## config.mk

```make
export PLATFORM = sky130hd
export DESIGN_NAME = seven_seg_scanner
export DESIGN_NICKNAME = d
export VERILOG_FILES = /design/src/rtl/seven_seg_pkg.sv /design/src/rtl/hex_to_seg.sv /design/src/rtl/seven_seg_scanner.sv
export SDC_FILE = /design/constraint.sdc
export NUM_CORES = 1
export LEC_CHECK = 0
export BUFFER_PORTS_ARGS = -buffer_cell sky130_fd_sc_hd__buf_4
export CAP_MARGIN = 0
export CELL_PAD_IN_SITES_DETAIL_PLACEMENT = 0
export CELL_PAD_IN_SITES_GLOBAL_PLACEMENT = 1
export CORE_AREA = 2 2 60 62
export CTS_CLUSTER_DIAMETER = 30
export DETAILED_ROUTE_END_ITERATION = 10
export DIE_AREA = 0 0 62 64
export GPL_TIMING_DRIVEN = 0
export PLACE_DENSITY = 0.9
export SLEW_MARGIN = 25
export SYNTH_ARGS = -nofsm -noshare
export SYNTH_HDL_FRONTEND = slang
export SYNTH_SLANG_ARGS = --single-unit
```

## constraint.sdc

```tcl
create_clock -name cin -period 6.6 [get_ports cin]
set_input_delay 1.32 -clock cin [delete_from_list [all_inputs] [get_ports cin]]
set_output_delay 1.32 -clock cin [all_outputs]
set_load 0.02 [all_outputs]
```

## src/rtl/seven_seg_pkg.sv

```systemverilog
// Shared definitions for the seven-segment display path: scan state encoding,
// blanked output patterns and the active-low hex-to-segment table.
package seven_seg_pkg;

  typedef enum logic {
    ST_SHOW  = 1'b0,
    ST_BLANK = 1'b1
  } scan_state_t;

  // Sized for the widest legal display; users slice off their digit count.
  localparam logic [7:0] AN_OFF  = 8'hFF;
  localparam logic [6:0] SEG_OFF = 7'h7F;

  // Segment order is {g,f,e,d,c,b,a}; a 0 lights the segment.
  function automatic logic [6:0] hex_seg(input logic [3:0] h);
    logic [6:0] s;
    case (h)
      4'h0: s = 7'h40;
      4'h1: s = 7'h79;
      4'h2: s = 7'h24;
      4'h3: s = 7'h30;
      4'h4: s = 7'h19;
      4'h5: s = 7'h12;
      4'h6: s = 7'h02;
      4'h7: s = 7'h78;
      4'h8: s = 7'h00;
      4'h9: s = 7'h10;
      4'hA: s = 7'h08;
      4'hB: s = 7'h03;
      4'hC: s = 7'h46;
      4'hD: s = 7'h21;
      4'hE: s = 7'h06;
      default: s = 7'h0E;
    endcase
    return s;
  endfunction

endpackage

```

## src/rtl/hex_to_seg.sv

```systemverilog
// Combinational hex nibble to active-low seven-segment cathode pattern.
module hex_to_seg
  import seven_seg_pkg::*;
(
  input  logic [3:0] hex,
  output logic [6:0] seg
);

  always_comb seg = hex_seg(hex);

endmodule

```

## src/rtl/seven_seg_scanner.sv

```systemverilog
// Time-multiplexed common-anode display scanner: one digit per divider edge,
// with an all-dark gap between digits to suppress ghosting.
module seven_seg_scanner
  import seven_seg_pkg::*;
#(
  parameter  int NUM_DIGITS   = 4,
  parameter  int BLANK_CYCLES = 16,
  localparam int IW           = $clog2(NUM_DIGITS)
) (
  input  logic                    cin,
  input  logic                    rst,
  input  logic                    scan_tick,
  input  logic [4*NUM_DIGITS-1:0] value,
  input  logic [NUM_DIGITS-1:0]   dp,
  input  logic [NUM_DIGITS-1:0]   digit_en,
  output logic [NUM_DIGITS-1:0]   an,
  output logic [6:0]              seg,
  output logic                    dp_n,
  output logic [IW-1:0]           cur_digit
);

  localparam int             CW       = (BLANK_CYCLES < 2) ? 1 : $clog2(BLANK_CYCLES);
  localparam logic [CW-1:0]  CNT_LAST = CW'((BLANK_CYCLES == 0) ? 0 : BLANK_CYCLES - 1);
  localparam logic [IW-1:0]  DIG_LAST = IW'(NUM_DIGITS - 1);

  scan_state_t           state, nxt_state;
  logic [CW-1:0]         cnt, nxt_cnt;
  logic [IW-1:0]         nxt_digit;
  logic                  tick_q;
  logic                  step;
  logic                  blank_done;
  logic [3:0]            nib;
  logic [6:0]            nib_seg;
  logic [NUM_DIGITS-1:0] an_d;
  logic [6:0]            seg_d;
  logic                  dp_d;

  assign step       = scan_tick ^ tick_q;
  assign blank_done = (BLANK_CYCLES == 0) || (cnt == CNT_LAST);

  // State, index, counter and output registers; tick_q tracks the input even
  // through reset so no phantom step appears when reset releases.
  always_ff @(posedge cin) begin
    tick_q <= scan_tick;
    if (rst) begin
      state     <= ST_BLANK;
      cnt       <= '0;
      cur_digit <= '0;
      an        <= AN_OFF[NUM_DIGITS-1:0];
      seg       <= SEG_OFF;
      dp_n      <= 1'b1;
    end else begin
      state     <= nxt_state;
      cnt       <= nxt_cnt;
      cur_digit <= nxt_digit;
      an        <= an_d;
      seg       <= seg_d;
      dp_n      <= dp_d;
    end
  end

  always_comb begin
    nxt_state = state;
    nxt_cnt   = cnt;
    nxt_digit = cur_digit;
    case (state)
      ST_BLANK: begin
        if (blank_done) begin
          nxt_state = ST_SHOW;
          nxt_cnt   = '0;
        end else begin
          nxt_cnt = CW'(cnt + 1'b1);
        end
      end
      default: begin
        if (step) begin
          nxt_state = ST_BLANK;
          nxt_digit = (cur_digit == DIG_LAST) ? '0 : IW'(cur_digit + 1'b1);
        end
      end
    endcase
  end

  // Outputs are decoded from the next state/index so pins move with the state.
  assign nib = value[{nxt_digit, 2'b00} +: 4];

  hex_to_seg u_hex_to_seg (
    .hex (nib),
    .seg (nib_seg)
  );

  always_comb begin
    an_d  = AN_OFF[NUM_DIGITS-1:0];
    seg_d = SEG_OFF;
    dp_d  = 1'b1;
    if (nxt_state == ST_SHOW) begin
      an_d[nxt_digit] = ~digit_en[nxt_digit];
      seg_d           = nib_seg;
      dp_d            = ~dp[nxt_digit];
    end
  end

endmodule

```

==> impl_metrics.tcl, run 1 <==
set metrics [dict create \
    syn_nets 168 \
    pre_cts_ws_ns 2.478 \
    dr.pass1.iters 5 \
    grtUsageMet2 0.2604 \
    cts.repair.resized 0 \
    final_core_util 0.4983 \
    insertedDiodeCount 0 \
    core-area_sq_um 3284 \
    skew_ns 0.01117 \
    wl_per_cell_um 12.60 \
    criticalPathCategory "in2reg" \
    clk_path_buf_depth 2 \
    clkTransAtPathRegs_ns 0.12 \
    post_cts_buffers 0 \
    h-tree-depth 1 \
    antenna_found_initial 0 \
    ctsHoldBuffers 0 \
    fp.dieW_um 62 \
    vias 1148 \
    die_area_sq_um 3968 \
    power.total_uw 263.1 \
    synth_area_leaders "dfxtp_1 (33%), mux4_2 (9.2%), ha_1 (8.2%)" \
    cts_sinks 20 \
    worst_pin_slew_ns 0.5930 \
    use_met3 0.04049 \
    netlist.top_cell.by_area "dfxtp_1" \
    crit_path_start_kind "input port" \
    grt_max_degree 13 \
    synth_cells 133 \
    drc 0 \
    synth_area_sq_um 1226 \
    fin_crit_ns 3.782 \
    setup_viol 0 \
    grt_first_pass_wirelength_mm 4.671 \
    synthSimpleGateAreaFrac 0.2031 \
    avgSynthCellArea_sq_um 9.219 \
    synthMuxAreaShare 0.2143 \
    synthXorXnorAreaFrac 0.02143 \
    pin_count 41 \
    cap_violations 0 \
    grtUsageTotal 0.1500 \
    busiest_layer "met2" \
    synth_edf_count 0 \
    hpwlAfterDp_mm 2.288 \
    detail-route-antenna-nets 0 \
    yosysWarningCount 0 \
    status "complete, no violations" \
    io_buffers 40 \
    finalHoldViolCount 0 \
    setup_slack_ns 2.818 \
    synthToLayoutAreaGrowth_pct 33.47 \
    rsz0062_at_grt "false" \
    grt_pass1_vias 1108 \
    ys_seq_area_frac 0.3265 \
    synth_top_family_by_area "multiplexers" \
    cts_root_buffer "clkbuf_4" \
    drive_above_1_share 0.3220 \
    synth_compound_area_frac 0.1153 \
    die_h_um 64 \
    synthArstFlopShare 0 \
    gp_congestion 0.8554 \
    synth-seq-cells 20 \
    via_per_inst 5.148 \
    start_util 0.3733 \
    fmax_mhz 264.4 \
    end_kind "flip-flop" \
    powerDensity_nw_per_um2 160.8 \
    nets 213 \
    tritoncts "built" \
    synthFlopType "dfxtp_1" \
    rows 21 \
    clk_latency_ns 0.31 \
    crit_path_max_fanout 8 \
    synth_most_common_cell "dfxtp_1" \
    slew_headroom 0.5933 \
    drt_iter0_drc 20 \
    leakage_uw 0.0006933 \
    grt-ovfl-total 0 \
    holdPathStages 2 \
    fin_tns_setup_ns 0 \
    yosys-top-cells-count "dfxtp_1 (20), nand2_1 (16), nor2_1 (14)" \
    yosysUniqueCellTypes 31 \
    min_path_type "reg2reg" \
    synth_fa_ha_area_frac 0.08163 \
    required_ns 6.79 \
    numCtsBuffers 3 \
    wl_mm 2.810 \
    yosysTopAreaCellShare 0.3265 \
    use_met1 0.1802 \
    arrival_ns 3.97 \
    irDropWorstVdd_mv 0.1088 \
    period_share 0.5730 \
    final_max_slew_viol_count 0 \
    worstRegToRegCells 8 \
]
[cell usage in the layout (no fill, tap or decap), drive strengths merged, types with 5 or more instances in the layout]
cell and instances:
buf 41, dfxtp 20, nand2 16, nor2 15, nand2b 9, ha 8, inv 7, clkbuf 7
mux4 6, mux2i 6, nand3 5, mux2 5
[worst max-delay path, cell delays in order]
cell      delay, ns
buf_4          0.12
xnor2_1        0.46
nor2_2         0.20
mux2i_2        0.48
mux2_2         0.46
ha_1           0.29
inv_1          0.05
mux4_2         0.43
nand2b_1       0.14
[worst paths after layout]
kind              from     end  slack [ns]
max          scan_tick  seg[3]        2.82
min             cnt[3]  cnt[3]        0.51
max reg2reg     tick_q  seg[3]        3.58
min reg2reg     cnt[3]  cnt[3]        0.51
[power breakdown]
| part | internal (uW) | switching, uW | leakage (uW) |
|---|---|---|---|
| registers | 123 | 1.87 | 0.000163 |
| logic | 21.6 | 17.8 | 0.000503 |
| clock network | 61.4 | 37.9 | 0.0000279 |
| total | 206 | 57.5 | 0.000693 |
[kinds of logic (layout without fill, tap and decap cells)]
kind of cell | after synthesis | count (layout)
AOI/OAI and AO/OA | 20 | 20
xor gates and xnor gates | 3 | 3
adders and majority gates | 8 | 8
buffers and inverters | 12 | 56
DFF | 20 | 20
muxes | 17 | 17
and+or+nand+nor | 53 | 53
[registers in the layout, indices dropped and copies added (netlist names)]
name / flops
an: 4
cur_digit: 2
cnt: 4
dp_n: 1
tick_q: 1
state: 1
seg: 7
[final cells by class]
cell class	instances	area (sq um)
plain buffers	5	20.02
clock buffers	3	22.52
clock inverters	1	30.03
fillers	323	1648
inverters	7	26.28
multi-input cells	101	779.5
flip-flops and latches	20	400.4
well taps	46	57.56
repair buffers	40	300.3
[metrics by stage]
step	cell area, sq um	hold slack (ns)	std cells
2_1_floorplan	1226	0.4527	133
3_3_place_gp	1584	0.4680	219
3_5_place_dp	1584	0.4932	219
4_1_cts	1637	0.5117	223
5_1_grt	1637	0.5524	223
6_report	1637	0.5143	223
[per-layer routing]
layer  vias up  share of wire
met4         0         0.0093
met2        48           0.52
met5         -              0
met3         2          0.068
li1        562              -
met1       536           0.41
Note: power is estimated with default switching activity, not from simulation.
==> run 2: changes to the inputs <==
ABC_AREA = 1   (was unset)
CORE_AREA = 2 2 67 69   (was 2 2 60 62)
DIE_AREA = 0 0 69 71   (was 0 0 62 64)
PLACE_DENSITY = 0.87   (was 0.9)
clock period = 3.5 ns   (was 6.6 ns; I/O delays follow)
==> impl_metrics.tcl, run 2 <==
set metrics [dict create \
    synthArstFlopShare 0 \
    r2r_setup_slack_ns 1.29 \
    final_common_cell "nand2_1" \
    post_cts_buffers 0 \
    final_max_slew_viol_count 0 \
    crit_chain "ha_1 > inv_1 > nand4_1 > nand2_4 > buf_6 > nand3_2 > nand2_2 > inv_1 > ha_1 > nand3_1 > nand2_1 > nand2_1 > nand3_1" \
    p_comb_frac 0.158 \
    fillers 447 \
    pin_count 41 \
    design_area_sq_um 1871 \
    reg_top3 "seg (7), an (4), cnt (4)" \
    grt_pass1_vias 1361 \
    tritoncts "built" \
    cap_violations 0 \
    cts.repair.resized 0 \
    dp_cells 296 \
    grt-ovfl-total 0 \
    hold_ws_ns 0.4834 \
    finalHoldViolCount 0 \
    final_cells 300 \
    fin_tns_setup_ns 0 \
    die_h_um 71 \
    cts_sinks 20 \
    synth_most_common_cell "nand2_1" \
    avgSynthCellArea_sq_um 7.109 \
    fin_crit_ns 2.213 \
    ys_seq_area_frac 0.2761 \
    yosysWarningCount 0 \
    yosysTopAreaCellShare 0.2761 \
    ctsHoldBuffers 0 \
    rows 24 \
    final_cell_mix "nand2_1 (50), buf_4 (40), nand3_1 (29), inv_1 (21), dfxtp_1 (20)" \
    clk_path_buf_depth 2 \
    clkTransAtPathRegs_ns 0.07 \
    slew_headroom 0.7757 \
    intPower_uw 369.2 \
    io_buffers 40 \
    period_share 0.6324 \
    end_kind "flip-flop" \
    clk_latency_ns 0.26 \
    via_per_inst 4.597 \
    grt_max_degree 12 \
    core-area_sq_um 4204 \
    cts_root_buffer "clkbuf_8" \
    yosysUniqueCellTypes 27 \
    synth-seq-cells 20 \
    grtUsageTotal 0.1463 \
    irDropWorstVdd_mv 0.1190 \
    h-tree-depth 1 \
    criticalPathCategory "reg2reg" \
    dr.pass1.iters 4 \
    start_util 0.3449 \
    nets 284 \
    synthFlopType "dfxtp_1" \
    crit_path_start_kind "flip-flop" \
    critPathSlowestCell "dfxtp_1" \
    synth_edf_count 0 \
    min_path_type "reg2reg" \
    required_ns 3.64 \
    leakage_uw 0.0008895 \
    numCtsBuffers 3 \
    power_frac_seq 0.480 \
    detail-route-antenna-nets 0 \
    setup_viol 0 \
    wl_mm 3.343 \
    p_switching_uw 118.2 \
    powerDensity_nw_per_um2 260.6 \
    rsz0062_at_grt "false" \
    wl_per_cell_um 11.14 \
    synth_area_leaders "dfxtp_1 (28%), nand2_1 (13%), nand3_1 (10%)" \
    postPlaceCellArea_sq_um 1815 \
    netlist.top_cell.by_area "dfxtp_1" \
    worst_pin_slew_ns 0.3339 \
    grt_first_pass_wirelength_mm 5.899 \
    slowest_delay_ns 0.46 \
    synthToLayoutAreaGrowth_pct 28.99 \
    yosys-top-cells-count "nand2_1 (50), nand3_1 (29), inv_1 (21)" \
    largest_register "seg" \
    syn_nets 239 \
    sw_frac_of_total 0.2425 \
    synth_area_sq_um 1450 \
    fp.dieW_um 69 \
    vias 1379 \
    hpwlAfterDp_mm 2.677 \
    drc 0 \
    largest_reg_flops 7 \
    status "complete, no violations" \
    insertedDiodeCount 0 \
    arrival_ns 2.35 \
    skew_ns 0.002363 \
    die_area_sq_um 4899 \
    p_clk_frac 0.362 \
    fmax_mhz 451.8 \
    drive_above_1_share 0.3226 \
    drt_iter0_drc 63 \
    antenna_found_initial 0 \
    crit_path_max_fanout 10 \
    synth_cells 204 \
    gp_congestion 0.8669 \
]
-- run 2: changes by cell type in the layout (fill, tap and decap cells not counted), moves of 5 or more --
cell | before | now
mux2i_1 | 5 | 0
nand2_4 | 0 | 5
inv_1 | 7 | 21
nor2_1 | 14 | 19
nand3_2 | 0 | 7
mux4_2 | 5 | 0
nand3_1 | 5 | 29
nand2b_1 | 9 | 0
nand2_1 | 16 | 50
nand2_2 | 0 | 9
-- run 2: final cells by class --
| cell class | count | area (sq um) | share of cell area |
|---|---|---|---|
| plain buffers | 4 | 53.80 | 0.02876 |
| clock buffers | 4 | 55.05 | 0.02943 |
| well taps | 52 | 65.06 | 0.03478 |
| inverters | 24 | 90.09 | 0.04816 |
| flip-flops and latches | 20 | 400.4 | 0.2140 |
| multi-input cells | 156 | 905.9 | 0.4843 |
| repair buffers | 40 | 300.3 | 0.1605 |
-- run 2: power by group through the flow --
stage               registers (uW)  logic (uW)  clock network, uW
floorplan                      239        43.6                  0
global placement               239        76.5                  0
detailed placement             239        77.1                  0
CTS                            234        77.6                182
global route                   234        88.0                188
finish                         234        76.9                177
-- run 2: per-stage QoR --
stage,utilization,setup WS [ns],total power (uW)
2_1_floorplan,-,1.383,282.2
3_3_place_gp,0.4318,1.024,315.6
3_5_place_dp,0.4318,0.9924,316.2
4_1_cts,0.4449,1.255,493.2
5_1_grt,0.4449,1.049,510.2
6_report,0.4449,1.287,487.4
-- run 2: metal layers --
metal / part of all wire / vias to the layer above / GRT usage
met4: 0.013 / 0 / 0.05229
met3: 0.043 / 4 / 0.02137
met5: 0 / - / 0
met2: 0.48 / 28 / 0.2543
met1: 0.46 / 603 / 0.1848
li1: - / 744 / -
-- run 2: critical path: cells and delay by family (launching register included) --
family / cells / cell delay, ns
adders and majority gates: 2 / 0.51
DFF: 1 / 0.46
and+or+nand+nor: 8 / 0.81
buffers and inverters: 3 / 0.31
-- run 2: cells by family (layout without fill, tap and decap cells) --
family,after synthesis,after routing,synth area share
and+or+nand+nor,135,135,0.4987
buffers and inverters,28,72,0.09922
DFF,20,20,0.2761
AOI/OAI and AO/OA,12,12,0.05091
adders and majority gates,8,8,0.06903
xor gates and xnor gates,1,1,0.006041
-- run 2: final timing paths --
| kind | to | start | cells past startpoint |
|---|---|---|---|
| setup / recovery | seg[3] | cur_digit[0] | 13 |
| setup reg to reg | seg[3] | cur_digit[0] | 13 |
| hold / removal | cnt[1] | cnt[1] | 2 |
| hold reg to reg | cnt[1] | cnt[1] | 2 |
